==> src/rtl/aie_arb_pkg.sv <==
// Shared types and helpers for the AIE policy arbiter and other shared-kernel arbiters.
package aie_arb_pkg;

    localparam int STAT_W = 16;
    localparam int RR_MAX = 16;

    typedef enum logic [1:0] {
        ST_IDLE     = 2'd0,
        ST_ISSUE    = 2'd1,
        ST_WAIT_ACT = 2'd2,
        ST_DELIVER  = 2'd3
    } arb_state_t;

    typedef struct packed {
        logic       found;
        logic [3:0] idx;
    } rr_pick_t;

    // First set request after 'last', wrapping modulo n (n <= RR_MAX).
    function automatic rr_pick_t rr_pick(input logic [RR_MAX-1:0] req,
                                         input logic [3:0]        last,
                                         input logic [4:0]        n);
        rr_pick_t   res;
        logic [5:0] cand;
        res.found = 1'b0;
        res.idx   = 4'd0;
        for (int k = 1; k <= RR_MAX; k++) begin
            cand = {2'b00, last} + 6'(k);
            if (cand >= {1'b0, n}) begin
                cand = cand - {1'b0, n};
            end else begin
                cand = cand;
            end
            if ((k <= int'(n)) && !res.found && req[cand[3:0]]) begin
                res.found = 1'b1;
                res.idx   = cand[3:0];
            end else begin
                res = res;
            end
        end
        return res;
    endfunction

endpackage

==> src/rtl/aie_rr_arbiter.sv <==
// Combinational round-robin picker with optional strict priority for requester 0.
module aie_rr_arbiter
    import aie_arb_pkg::*;
#(
    parameter int NUM_REQ = 4,
    parameter int IDX_W   = $clog2(NUM_REQ)
) (
    input  logic [NUM_REQ-1:0] req,
    input  logic [IDX_W-1:0]   last,
    input  logic               prio_en,
    output logic [IDX_W-1:0]   grant,
    output logic               any,
    output logic               prio_win
);

    logic [RR_MAX-1:0] req_pad_s;
    logic [3:0]        last_pad_s;
    rr_pick_t          pick_s;
    logic              unused_s;

    // Widen to the helper's fixed width and select the winner.
    always_comb begin
        req_pad_s                = '0;
        req_pad_s[NUM_REQ-1:0]   = req;
        last_pad_s               = '0;
        last_pad_s[IDX_W-1:0]    = last;
        pick_s                   = rr_pick(req_pad_s, last_pad_s, 5'(NUM_REQ));
        prio_win                 = prio_en & req[0];
        any                      = pick_s.found;
        if (prio_win) begin
            grant = '0;
        end else begin
            grant = pick_s.idx[IDX_W-1:0];
        end
    end

    assign unused_s = ^pick_s.idx;

endmodule

==> src/rtl/aie_policy_arbiter.sv <==
// Shares one AIE policy inference path among NUM_REQ channels with a watchdog.
// Optional: define AIE_ARB_PRIORITY_EN to make requester 0 strict-high-priority.
module aie_policy_arbiter
    import aie_arb_pkg::*;
#(
    parameter int NUM_REQ        = 4,
    parameter int STATE_DIM      = 6,
    parameter int ACTION_DIM     = 2,
    parameter int DATA_WIDTH     = 32,
    parameter int TIMEOUT_CYCLES = 4096
) (
    input  logic                                    clk,
    input  logic                                    rst_n,
    input  logic [NUM_REQ-1:0]                      req_valid,
    input  logic [NUM_REQ*STATE_DIM*DATA_WIDTH-1:0] req_state_data,
    output logic [NUM_REQ-1:0]                      req_ready,
    output logic [NUM_REQ-1:0]                      rsp_valid,
    output logic [ACTION_DIM*DATA_WIDTH-1:0]        rsp_action_data,
    output logic                                    rsp_timeout,
    input  logic [NUM_REQ-1:0]                      rsp_ready,
    output logic                                    pol_state_valid,
    output logic [STATE_DIM*DATA_WIDTH-1:0]         pol_state_data,
    input  logic                                    pol_state_ready,
    input  logic                                    pol_action_valid,
    input  logic [ACTION_DIM*DATA_WIDTH-1:0]        pol_action_data,
    output logic                                    pol_action_ready,
    output logic [$clog2(NUM_REQ)-1:0]              grant_id,
    output logic [15:0]                             stat_timeouts,
    output logic [15:0]                             stat_grants
);

    localparam int IDX_W = $clog2(NUM_REQ);
    localparam int WD_W  = $clog2(TIMEOUT_CYCLES);
    localparam int SW    = STATE_DIM * DATA_WIDTH;
    localparam int AW    = ACTION_DIM * DATA_WIDTH;
    localparam logic [NUM_REQ-1:0] ONE_HOT0 = {{(NUM_REQ-1){1'b0}}, 1'b1};
`ifdef AIE_ARB_PRIORITY_EN
    localparam logic PRIO_EN = 1'b1;
`else
    localparam logic PRIO_EN = 1'b0;
`endif

    arb_state_t         state_r, state_nx;
    logic [IDX_W-1:0]   last_r, grant_id_r, grant_s;
    logic               any_s, prio_win_s;
    logic [SW-1:0]      state_data_r;
    logic               pol_state_valid_r;
    logic [AW-1:0]      action_r;
    logic               rsp_timeout_r;
    logic [NUM_REQ-1:0] rsp_valid_r, req_ready_s;
    logic               drain_r;
    logic [WD_W-1:0]    wdog_r;
    logic [STAT_W-1:0]  stat_timeouts_r, stat_grants_r;
    logic               accept_s, state_hs_s, act_take_s, timeout_s, drain_clear_s, rsp_done_s;
    logic               pol_action_ready_s;

    aie_rr_arbiter #(.NUM_REQ(NUM_REQ), .IDX_W(IDX_W)) u_rr (
        .req      (req_valid),
        .last     (last_r),
        .prio_en  (PRIO_EN),
        .grant    (grant_s),
        .any      (any_s),
        .prio_win (prio_win_s)
    );

    // FSM state register.
    always_ff @(posedge clk or negedge rst_n) begin
        if (!rst_n) begin
            state_r <= ST_IDLE;
        end else begin
            state_r <= state_nx;
        end
    end

    // Next-state decode and single-cycle event strobes.
    always_comb begin
        state_nx           = state_r;
        req_ready_s        = '0;
        accept_s           = 1'b0;
        state_hs_s         = 1'b0;
        act_take_s         = 1'b0;
        timeout_s          = 1'b0;
        rsp_done_s         = 1'b0;
        pol_action_ready_s = drain_r;
        case (state_r)
            ST_IDLE: begin
                if (any_s) begin
                    req_ready_s = ONE_HOT0 << grant_s;
                    accept_s    = 1'b1;
                    state_nx    = ST_ISSUE;
                end else begin
                    state_nx = ST_IDLE;
                end
            end
            ST_ISSUE: begin
                if (pol_state_ready && pol_state_valid_r) begin
                    state_hs_s = 1'b1;
                    state_nx   = ST_WAIT_ACT;
                end else begin
                    state_nx = ST_ISSUE;
                end
            end
            ST_WAIT_ACT: begin
                pol_action_ready_s = 1'b1;
                if (pol_action_valid && drain_r) begin
                    state_nx = ST_WAIT_ACT;
                end else if (pol_action_valid) begin
                    act_take_s = 1'b1;
                    state_nx   = ST_DELIVER;
                end else if (wdog_r == WD_W'(TIMEOUT_CYCLES - 1)) begin
                    timeout_s = 1'b1;
                    state_nx  = ST_DELIVER;
                end else begin
                    state_nx = ST_WAIT_ACT;
                end
            end
            ST_DELIVER: begin
                if (rsp_valid_r[grant_id_r] && rsp_ready[grant_id_r]) begin
                    rsp_done_s = 1'b1;
                    state_nx   = ST_IDLE;
                end else begin
                    state_nx = ST_DELIVER;
                end
            end
            default: begin
                state_nx = ST_IDLE;
            end
        endcase
        // A late action is swallowed whenever a timed-out inference is still owed one.
        drain_clear_s = drain_r & pol_action_valid & pol_action_ready_s;
    end

    // Datapath, watchdog, drain flag and statistics.
    always_ff @(posedge clk or negedge rst_n) begin
        if (!rst_n) begin
            last_r            <= IDX_W'(NUM_REQ - 1);
            grant_id_r        <= '0;
            state_data_r      <= '0;
            pol_state_valid_r <= 1'b0;
            action_r          <= '0;
            rsp_timeout_r     <= 1'b0;
            rsp_valid_r       <= '0;
            drain_r           <= 1'b0;
            wdog_r            <= '0;
            stat_timeouts_r   <= '0;
            stat_grants_r     <= '0;
        end else begin
            if (accept_s) begin
                state_data_r      <= req_state_data[int'(grant_s)*SW +: SW];
                grant_id_r        <= grant_s;
                pol_state_valid_r <= 1'b1;
                stat_grants_r     <= stat_grants_r + STAT_W'(1);
                if (!prio_win_s) begin
                    last_r <= grant_s;
                end
            end else if (state_hs_s) begin
                pol_state_valid_r <= 1'b0;
            end

            if (state_hs_s) begin
                wdog_r <= '0;
            end else if (state_r == ST_WAIT_ACT) begin
                wdog_r <= wdog_r + WD_W'(1);
            end

            if (act_take_s) begin
                action_r      <= pol_action_data;
                rsp_timeout_r <= 1'b0;
            end else if (timeout_s) begin
                action_r      <= '0;
                rsp_timeout_r <= 1'b1;
                if (stat_timeouts_r != {STAT_W{1'b1}}) begin
                    stat_timeouts_r <= stat_timeouts_r + STAT_W'(1);
                end
            end

            if (timeout_s) begin
                drain_r <= 1'b1;
            end else if (drain_clear_s) begin
                drain_r <= 1'b0;
            end

            if (state_r == ST_DELIVER && rsp_valid_r == '0) begin
                rsp_valid_r <= ONE_HOT0 << grant_id_r;
            end else if (rsp_done_s) begin
                rsp_valid_r <= '0;
            end
        end
    end

    assign req_ready        = req_ready_s;
    assign rsp_valid        = rsp_valid_r;
    assign rsp_action_data  = action_r;
    assign rsp_timeout      = rsp_timeout_r;
    assign pol_state_valid  = pol_state_valid_r;
    assign pol_state_data   = state_data_r;
    assign pol_action_ready = pol_action_ready_s;
    assign grant_id         = grant_id_r;
    assign stat_timeouts    = stat_timeouts_r;
    assign stat_grants      = stat_grants_r;

endmodule

==> config.mk <==
export PLATFORM = sky130hd
export DESIGN_NAME = aie_policy_arbiter
export DESIGN_NICKNAME = d
export VERILOG_FILES = /design/src/rtl/aie_arb_pkg.sv /design/src/rtl/aie_rr_arbiter.sv /design/src/rtl/aie_policy_arbiter.sv
export SDC_FILE = /design/constraint.sdc
export NUM_CORES = 1
export LEC_CHECK = 0
export CAP_MARGIN = 20
export CORE_AREA = 2 2 440 442
export DETAILED_ROUTE_END_ITERATION = 8
export DIE_AREA = 0 0 442 444
export PLACE_DENSITY = 0.33
export SETUP_SLACK_MARGIN = 0.5
export SLEW_MARGIN = 20
export SYNTH_ARGS = -nofsm -noshare
export SYNTH_HDL_FRONTEND = slang
export SYNTH_SLANG_ARGS = --single-unit
==> constraint.sdc <==
create_clock -name clk -period 4.6 [get_ports clk]
set_clock_uncertainty 0.2 [all_clocks]
set_input_delay 0.69 -clock clk [delete_from_list [all_inputs] [get_ports clk]]
set_output_delay 0.69 -clock clk [all_outputs]
set_load 0.01 [all_outputs]
==> run_results.csv, run 1 <==
group,metric,value,unit
clocking,root_buffer,"clkbuf_16",
floorplan,start_util,13.1,%
power_and_ir_drop,ir_drop,0.886,mV
route,routed_wirelength,191000,µm
placed_design,place_congestion,0.796,
route,drt-vias-per-instance,4.87,
layout,drive_gt1_share,5.86,%
outcome,status,"complete, no violations",
floorplan,die_h,444,µm
sta,slew_viol_final,0,
route,first_pass_iters,5,
clocking,clockBufferDepth,3,
layout,area_growth,65.2,%
synth,ys_ff_latch,313,
worst_setup_path,critical_path_arrival,3.15,ns
floorplan,core_area,192000,µm²
floorplan,num_rows,161,
floorplan,die_area,196000,µm²
clocking,cts.sinks,313,
route,antenna_left,0,
synth,synthTopCellsByCount,"561 x nand2_1, 388 x a21oi_1, 384 x a221oi_1",
synth,synth.cell_area,25100,µm²
clocking,cts_tree,"built",
floorplan,io_pins,1145,
synth,yosysTopAreaCellShare,31.0,%
worst_setup_path,worstPathMaxFanout,6,
layout,fin_nets,5030,
synth,async_reset_ff_share,100,%
synth,synth_area_leader_cell,"dfrtp_1",
hold_path,hp-class,"register to register",
clocking,clock_latency,0.70,ns
placed_design,port_buffers,1144,
global_route,antenna_found_initial,76,
placed_design,dpl.cell_count,6636,
sta,post-route-period-util,87.8,%
worst_setup_path,criticalPathCategory,"register to output pin",
synth,synth_flop_cell,"dfrtp_1",
synth,ys_warn_count,0,
global_route,grt_max_degree,133,
clocking,path_clk_slew,0.06,ns
worst_setup_path,critPathCaptureType,"output pin",
run,drv_cap,0,
global_route,grt_pass1_vias,32400,
layout,fillers,21100,
sta,fin_crit,4.04,ns
synth,synth.area.top_cells,"dfrtp_1 31%, a221oi_1 13%, nand2_1 8.4%",
sta,finalSetupTns,0,ns
sta,max_slew_margin,21.4,%
clocking,cts_buffers,51,
synth,synthCells,3252,
route,drt_iter0_drc,2323,
sta,hold_viol,0,
placed_design,hpwlAfterDp,131000,µm
route,drc,0,
global_route,track_usage,18.4,%
sta,clock.fmax,247,MHz
layout,fin_util,21.7,%
synth,synth_edf_count,0,
power_and_ir_drop,power,35.8,mW
worst_setup_path,rrSetupSlack,0.74,ns
floorplan,die_x,442,µm
sta,hold_ws,0.275,ns
synth,ys_seq_area_share,31.2,%
power_and_ir_drop,powerDensity,863,nW/µm²
synth,syn_avg_cell_area,7.72,µm²
power_and_ir_drop,total_leakage_power,14.5,nW
worst_setup_path,cp-start-kind,"register",
route,vias,33000,
layout,stdcell_count,6777,
sta,worstMarginPinSlew,1.18,ns
route,routedWlPerCell,28.2,µm
sta,rsz0062_at_grt,"true",
synth,yosysUniqueCellTypes,58,
worst_setup_path,cp.required,3.71,ns
sta,setup_viol,0,
synth,synth_fp_nets,4104,
global_route,grt_first_pass_wirelength,265000,µm
synth,yosysMostFrequentCell,"nand2_1",
global_route,overflow,0,
clocking,htreeDepth,2,
logic make-up (layout without fill, tap and decap cells):
kind of cell | count (synthesis) | in the layout | synth area share (%)
xor gates and xnor gates | 33 | 33 | 1.15
and+or+nand+nor | 1040 | 1040 | 17.1
other | 0 | 34 | 0
buffers and inverters | 396 | 1361 | 7.03
DFF | 313 | 313 | 31.2
muxes | 9 | 9 | 0.374
AOI/OAI and AO/OA | 1453 | 1453 | 42.7
adders and majority gates | 8 | 8 | 0.399
report_power, final:
group          switching, mW  internal, mW
sequential             0.959          4.02
combinational           16.7          9.92
clock                   1.80          2.43
sequential cells by signal (all words and copies together) (netlist names):
name	cells
state_r	2
wdog_r	12
pol_state_data	192
stat_timeouts	16
last_r	2
stat_grants	16
rsp_valid	4
pol_state_valid	1
grant_id	2
rsp_timeout	1
drain_r	1
rsp_action_data	64
final cells by class:
type / instances / area, µm² / area share [%]
Antenna cell: 34 / 85.1 / 0.205
Clock buffer: 79 / 1550 / 3.74
Clock inverter: 13 / 193 / 0.464
Inverter: 9 / 41.3 / 0.0995
Multi-Input combinational cell: 2543 / 15700 / 38.0
Sequential cell: 313 / 7840 / 18.9
Tap cell: 2526 / 3160 / 7.62
Timing Repair Buffer: 1260 / 12900 / 31.0
layout by cell type (no fill, tap or decap), types with 81 or more instances in the layout:
cell type | Yosys | final
clkdlybuf4s50_1 | 0 | 1139
nand2_1 | 561 | 560
a21oi_1 | 388 | 387
a221oi_1 | 384 | 384
dfrtp_1 | 311 | 311
nor2_1 | 222 | 217
nand3_1 | 207 | 206
o32ai_1 | 193 | 193
a211oi_1 | 193 | 192
a22o_1 | 192 | 192
o21ai_0 | 81 | 81
final timing paths:
path,from,endpoint,cells past startpoint
worst max-delay path,last_r[0]$_DFFE_PN1P_,req_ready[0],10
worst min-delay path,stat_grants[15]$_DFFE_PN0P_,stat_grants[15]$_DFFE_PN0P_,1
worst max register to register,last_r[0]$_DFFE_PN1P_,pol_state_data[125]$_DFFE_PN0P_,11
worst min register to register,stat_grants[15]$_DFFE_PN0P_,stat_grants[15]$_DFFE_PN0P_,1
max in group asynchronous,rst_n,pol_state_data[55]$_DFFE_PN0P_,3
min in group asynchronous,rst_n,pol_state_data[183]$_DFFE_PN0P_,2
critical path, stage by stage, from the launching register on:
cell and delay [ns]:
dfstp_4 0.67, inv_8 0.04, ha_4 0.26, a21bo_4 0.22
o22a_4 0.25, and3_4 0.16, a221oi_4 0.26, buf_6 0.16
nand2_8 0.06, nor2_4 0.20, buf_6 0.16
routing by layer:
metal | wire length [µm] | vias up | track usage, %
met5 | 391 | - | 0
met4 | 5840 | 60 | 6.10
met3 | 14700 | 269 | 5.59
met2 | 95100 | 1395 | 32.2
met1 | 74800 | 16700 | 21.2
li1 | - | 14600 | -
repair_timing:
item / 4_1_cts / 5_1_grt
hold buffers: 1 / 0
gates resized for setup: 50 / 9
hold endpoints to repair: 63 / 0
setup endpoints to repair: 105 / 61
buffers inserted: 10 / 3
pin swaps: 8 / 7
gates cloned: 0 / 0
stage by stage:
stage	area (µm²)	worst slack [ns]
floorplan	25100	0.758
global placement	39300	0.0834
detailed placement	39300	0.0810
CTS	41300	0.441
global route	41500	0.472
finish	41500	0.559
Power figures use the tool's default switching activity.
==> run 2, diff against run 1 <==
--- a/config.mk
+++ b/config.mk
@@ -6,10 +6,12 @@
 export NUM_CORES = 1
 export LEC_CHECK = 0
 export CAP_MARGIN = 20
-export CORE_AREA = 2 2 440 442
+export CORE_AREA = 2 2 448 450
+export CTS_BUF_LIST = sky130_fd_sc_hd__clkbuf_2 sky130_fd_sc_hd__clkbuf_4 sky130_fd_sc_hd__clkbuf_8
 export DETAILED_ROUTE_END_ITERATION = 8
-export DIE_AREA = 0 0 442 444
-export PLACE_DENSITY = 0.33
+export DIE_AREA = 0 0 450 452
+export HOLD_SLACK_MARGIN = 0.1
+export PLACE_DENSITY = 0.32
 export SETUP_SLACK_MARGIN = 0.5
 export SLEW_MARGIN = 20
 export SYNTH_ARGS = -nofsm -noshare
==> run 2 against run 1 <==
Against the previous run: first-iteration DRC count increased by 23%; flip-flop and latch count unchanged; global-route usage fell by 0.12 points; largest power group unchanged.
==> run_results.csv, run 2 (synthesized netlist as in run 1, its figures left out) <==
group,metric,value,unit
outcome,status,"complete, no violations",
worst_setup_path,crit_buf_inv,4,
route,antenna_left,0,
route,vias,33500,
worst_setup_path,crit_family,"compound AO/OA/AOI/OAI gates",
power_and_ir_drop,ir_drop,0.862,mV
route,drt-vias-per-instance,4.76,
global_route,grt-busiest-layer,"met2",
power_and_ir_drop,powerDensity,848,nW/µm²
global_route,grt_first_pass_wirelength,270000,µm
placed_design,dpl.cell_count,6765,
floorplan,io_pins,1145,
floorplan,num_rows,164,
layout,largest_register_ffs,192,
worst_setup_path,crit_slowest_cell,"dfstp_4",
global_route,track_usage,18.3,%
floorplan,start_util,12.6,%
sta,fin_crit,4.13,ns
worst_setup_path,max_stage_delay,0.67,ns
floorplan,die_area,203000,µm²
global_route,use_met1,21.3,%
clocking,clockBufferDepth,3,
route,routed_wirelength,196000,µm
layout,fin_nets,5146,
global_route,grt_use_met3,5.40,%
sta,max_slew_margin,27.1,%
layout,stdcell_count,7041,
worst_setup_path,path_cells,"inv_8 -> ha_4 -> a21bo_4 -> o22a_4 -> and3_4 -> a221oi_4 -> buf_6 -> nand2_8 -> buf_12 -> nor2_4 -> buf_6",
global_route,antenna_found_initial,77,
sta,rsz0062_at_grt,"true",
worst_setup_path,cp-start-kind,"register",
global_route,grt_pass1_vias,32700,
floorplan,die_h,452,µm
sta,slew_viol_final,0,
sta,setup_viol,0,
layout,final_common_cell,"clkdlybuf4s50_1",
sta,clock.fmax,242,MHz
placed_design,port_buffers,1144,
sta,finalSetupTns,0,ns
clocking,clock_latency,0.85,ns
clocking,path_clk_slew,0.05,ns
sta,worstMarginPinSlew,1.09,ns
run,drv_cap,0,
placed_design,place_congestion,0.817,
worst_setup_path,critical_path_arrival,3.24,ns
clocking,cts_tree,"built",
placed_design,hpwlAfterDp,136000,µm
clocking,root_buffer,"clkbuf_8",
global_route,overflow,0,
layout,drive_gt1_share,7.15,%
clocking,cts_buffers,80,
worst_setup_path,cp.required,3.71,ns
floorplan,core_area,199000,µm²
sta,post-route-period-util,89.7,%
hold_path,hp-class,"primary input to async pin",
global_route,use_met2,31.9,%
clocking,htreeDepth,3,
floorplan,die_x,450,µm
route,drt_iter0_drc,2862,
layout,most-common-layout-cells,"1139 x clkdlybuf4s50_1, 559 x nand2_1, 387 x a21oi_1",
route,drc,0,
route,routedWlPerCell,27.9,µm
worst_setup_path,criticalPathCategory,"register to output pin",
clocking,cts.sinks,313,
worst_setup_path,worstPathMaxFanout,4,
placed_design,place_ws,0.256,ns
sta,hold_ws,0.219,ns
layout,fin_util,21.4,%
layout,area_growth,69.2,%
worst_setup_path,cp_common_cell,"buf_6",
power_and_ir_drop,total_leakage_power,14.9,nW
worst_setup_path,critPathCaptureType,"output pin",
global_route,grt_max_degree,127,
route,first_pass_iters,5,
sta,layout_setup_ws,0.475,ns
sta,hold_viol,0,
==> run 2: worst paths after layout <==
kind	start	slack [ns]	depth (start not counted)	to
worst min register to register	stat_timeouts[15]$_DFFE_PN0P_	0.30	1	stat_timeouts[15]$_DFFE_PN0P_
max in group asynchronous	rst_n	2.81	3	pol_state_data[117]$_DFFE_PN0P_
worst max register to register	last_r[0]$_DFFE_PN1P_	0.72	10	pol_state_data[71]$_DFFE_PN0P_
worst min-delay path	rst_n	0.22	2	pol_state_data[185]$_DFFE_PN0P_
min in group clk	pol_action_data[5]	0.24	3	rsp_action_data[5]$_DFFE_PN0P_
worst max-delay path	last_r[0]$_DFFE_PN1P_	0.47	11	req_ready[1]
==> run 2: what timing repair did <==
action | in CTS | in global routing
resized for setup | 53 | 10
hold buffers | 85 | 0
endpoints found under the hold margin | 139 | 0
endpoints found under the setup margin | 64 | 108
buffers inserted | 17 | 1
pin swaps | 9 | 3
==> run 2: layout make-up <==
| cell class | count | area (µm²) |
|---|---|---|
| timing repair buffer | 1347 | 13600 |
| tap | 2656 | 3320 |
| sequential | 313 | 7840 |
| clock inverter | 13 | 180 |
| clock buffer | 127 | 1570 |
| inverter | 9 | 41.3 |
| multi-input combinational | 2543 | 15800 |
| fill | 22100 | 156000 |
| antenna | 33 | 82.6 |
==> run 2: metrics by stage <==
| stage | area, µm² | power (mW) |
|---|---|---|
| detailed placement | 39400 | 31.8 |
| CTS | 42300 | 36.7 |
| finish | 42500 | 36.0 |
| global route | 42400 | 38.7 |
| global placement | 39400 | 31.7 |
| floorplan | 25100 | 19.8 |
==> run 2: report_power, final <==
group | total, mW | switching [mW] | internal, mW
Sequential | 4.98 | 0.955 | 4.02
Clock | 4.14 | 1.88 | 2.26
Combinational | 26.9 | 17.1 | 9.83
Total | 36.0 | 19.9 | 16.1
==> run 2: layer usage <==
metal  vias to the layer above  part of all wire [%]
li1                      14900                     -
met1                     16900                    39
met2                      1417                    50
met3                       271                   7.6
met4                        54                   2.7
met5                         -                  0.18
==> run 2: worst register-to-register path: stages (launching register included) <==
cell and delay [ns]:
dfstp_4 0.50, inv_8 0.07, buf_4 0.63, buf_12 0.64, nor2_1 0.29, o2bb2ai_4 0.26
buf_12 0.23, buf_12 0.25, a22o_1 0.22, o32ai_1 0.45, a21oi_1 0.08
==> run 3, diff against run 2 <==
--- a/config.mk
+++ b/config.mk
@@ -6,10 +6,10 @@
 export NUM_CORES = 1
 export LEC_CHECK = 0
 export CAP_MARGIN = 20
-export CORE_AREA = 2 2 448 450
+export CORE_AREA = 4 4 450 452
 export CTS_BUF_LIST = sky130_fd_sc_hd__clkbuf_2 sky130_fd_sc_hd__clkbuf_4 sky130_fd_sc_hd__clkbuf_8
 export DETAILED_ROUTE_END_ITERATION = 8
-export DIE_AREA = 0 0 450 452
+export DIE_AREA = 0 0 454 456
 export HOLD_SLACK_MARGIN = 0.1
 export PLACE_DENSITY = 0.32
 export SETUP_SLACK_MARGIN = 0.5
==> run 3 against run 2 <==
Against the previous run: total power shrank 0.33%; critical path depth shrank 1; die area grew 1.8%; cell count shrank 0.38%; sequential power is essentially flat; flip-flop and latch count is the same; utilization shrank 0.20 points; first-iteration DRC count shrank 6.6%; clock power grew 1%; wire length grew 1.5%; sequential share of layout area grew 0.16 points.
==> run_results.csv, run 3 (synthesized netlist as in run 1, its figures left out) <==
group,metric,value,unit
clocking,clockBufferDepth,3,
outcome,status,"complete, no violations",
global_route,overflow,0,
floorplan,die_h,456,µm
route,vias,33400,
global_route,grt_pass1_vias,33200,
clocking,root_buffer,"clkbuf_8",
worst_setup_path,criticalPathCategory,"register to output pin",
layout,drive_gt1_share,7.41,%
worst_setup_path,cp.required,3.71,ns
placed_design,hpwlAfterDp,139000,µm
layout,largest_register_ffs,192,
placed_design,place_congestion,0.794,
global_route,grt_first_pass_wirelength,275000,µm
sta,rsz0062_at_grt,"true",
sta,hold_viol,0,
sta,worstMarginPinSlew,1.13,ns
layout,most-common-layout-cells,"1139 x clkdlybuf4s50_1, 559 x nand2_1, 387 x a21oi_1",
route,drt-vias-per-instance,4.76,
power_and_ir_drop,ir_drop,0.849,mV
clocking,path_clk_slew,0.06,ns
run,drv_cap,0,
route,routedWlPerCell,28.4,µm
route,drt_iter0_drc,2673,
sta,slew_viol_final,0,
clocking,cts_buffers,81,
sta,setup_viol,0,
sta,clock.fmax,243,MHz
floorplan,die_x,454,µm
clocking,htreeDepth,3,
layout,fin_nets,5106,
worst_setup_path,critPathCaptureType,"output pin",
global_route,antenna_found_initial,83,
worst_setup_path,worstPathMaxFanout,6,
floorplan,start_util,12.6,%
global_route,track_usage,18.3,%
sta,max_slew_margin,24.3,%
sta,fin_crit,4.12,ns
floorplan,die_area,207000,µm²
floorplan,num_rows,164,
clocking,cts_tree,"built",
sta,post-route-period-util,89.6,%
placed_design,port_buffers,1144,
layout,final_common_cell,"clkdlybuf4s50_1",
power_and_ir_drop,total_leakage_power,14.8,nW
layout,area_growth,67.7,%
floorplan,io_pins,1145,
worst_setup_path,r2r_start,"last_r[0]$_DFFE_PN1P_",
worst_setup_path,critical_path_arrival,3.23,ns
global_route,grt_max_degree,135,
route,routed_wirelength,199000,µm
clocking,cts.sinks,313,
worst_setup_path,cp-start-kind,"register",
power_and_ir_drop,powerDensity,853,nW/µm²
route,antenna_left,0,
route,first_pass_iters,6,
worst_setup_path,startpoint,"last_r[0]$_DFFE_PN1P_",
floorplan,core_area,199000,µm²
power_and_ir_drop,power,35.9,mW
sta,finalSetupTns,0,ns
hold_path,hp-class,"primary input to async pin",
route,drc,0,
clocking,clock_latency,0.83,ns
==> run 3: metal layers <==
layer	routed length, µm	GRT usage [%]	up-vias
li1	-	-	14800
met1	78000	21.1	16800
met2	99800	32.1	1418
met3	15200	5.30	253
met4	5880	6.05	36
met5	256	0	-
==> run 3: final timing paths <==
check / endpoint / slack [ns] / depth (start not counted)
max: req_ready[2] / 0.48 / 10
max in group asynchronous: pol_state_data[58]$_DFFE_PN0P_ / 2.88 / 3
min reg2reg: stat_grants[15]$_DFFE_PN0P_ / 0.28 / 1
max reg2reg: pol_state_data[106]$_DFFE_PN0P_ / 0.72 / 12
min in group clk: rsp_action_data[32]$_DFFE_PN0P_ / 0.25 / 3
min: pol_state_data[164]$_DFFE_PN0P_ / 0.24 / 2
==> run 3: power by group <==
part	internal [mW]	switching (mW)
clock network	2.28	1.91
logic	9.80	16.9
registers	4.02	0.954
==> run 3: critical path: stages (launching register included) <==
cell and delay [ns]:
dfstp_4 0.69, inv_8 0.04, ha_4 0.28, a21bo_4 0.22
o22a_4 0.26, buf_4 0.15, a211oi_4 0.24, a221oi_4 0.06
nand2b_4 0.20, nor2_4 0.17, buf_6 0.13
==> run 3: area by class of cell <==
cell class / count / area, µm²
fillers: 21900 / 157000
multi-input cells: 2543 / 15800
repair buffers: 1306 / 13200
flip-flops and latches: 313 / 7840
well taps: 2656 / 3320
clock buffers: 124 / 1530
clock inverters: 21 / 259
diodes: 42 / 105
inverters: 9 / 41.3
==> run 3: what timing repair did <==
item	4_1_cts	5_1_grt
endpoints found under the hold margin	97	0
buffers inserted	26	1
gates cloned	1	0
setup endpoints to repair	108	6
hold buffers	40	0
resized for setup	56	7
pin swaps	9	2
==> run 3: per-stage QoR <==
step	hold WS [ns]	std cells	area [µm²]	setup slack [ns]	util [%]
finish	0.244	7014	42100	0.478	21.2
global route	0.150	7002	42100	0.250	21.2
CTS	0.100	6971	42000	0.314	21.1
detailed placement	0.274	6759	39400	0.219	19.8
global placement	0.268	6759	39400	0.222	19.8
floorplan	0.194	3252	25100	0.758	-
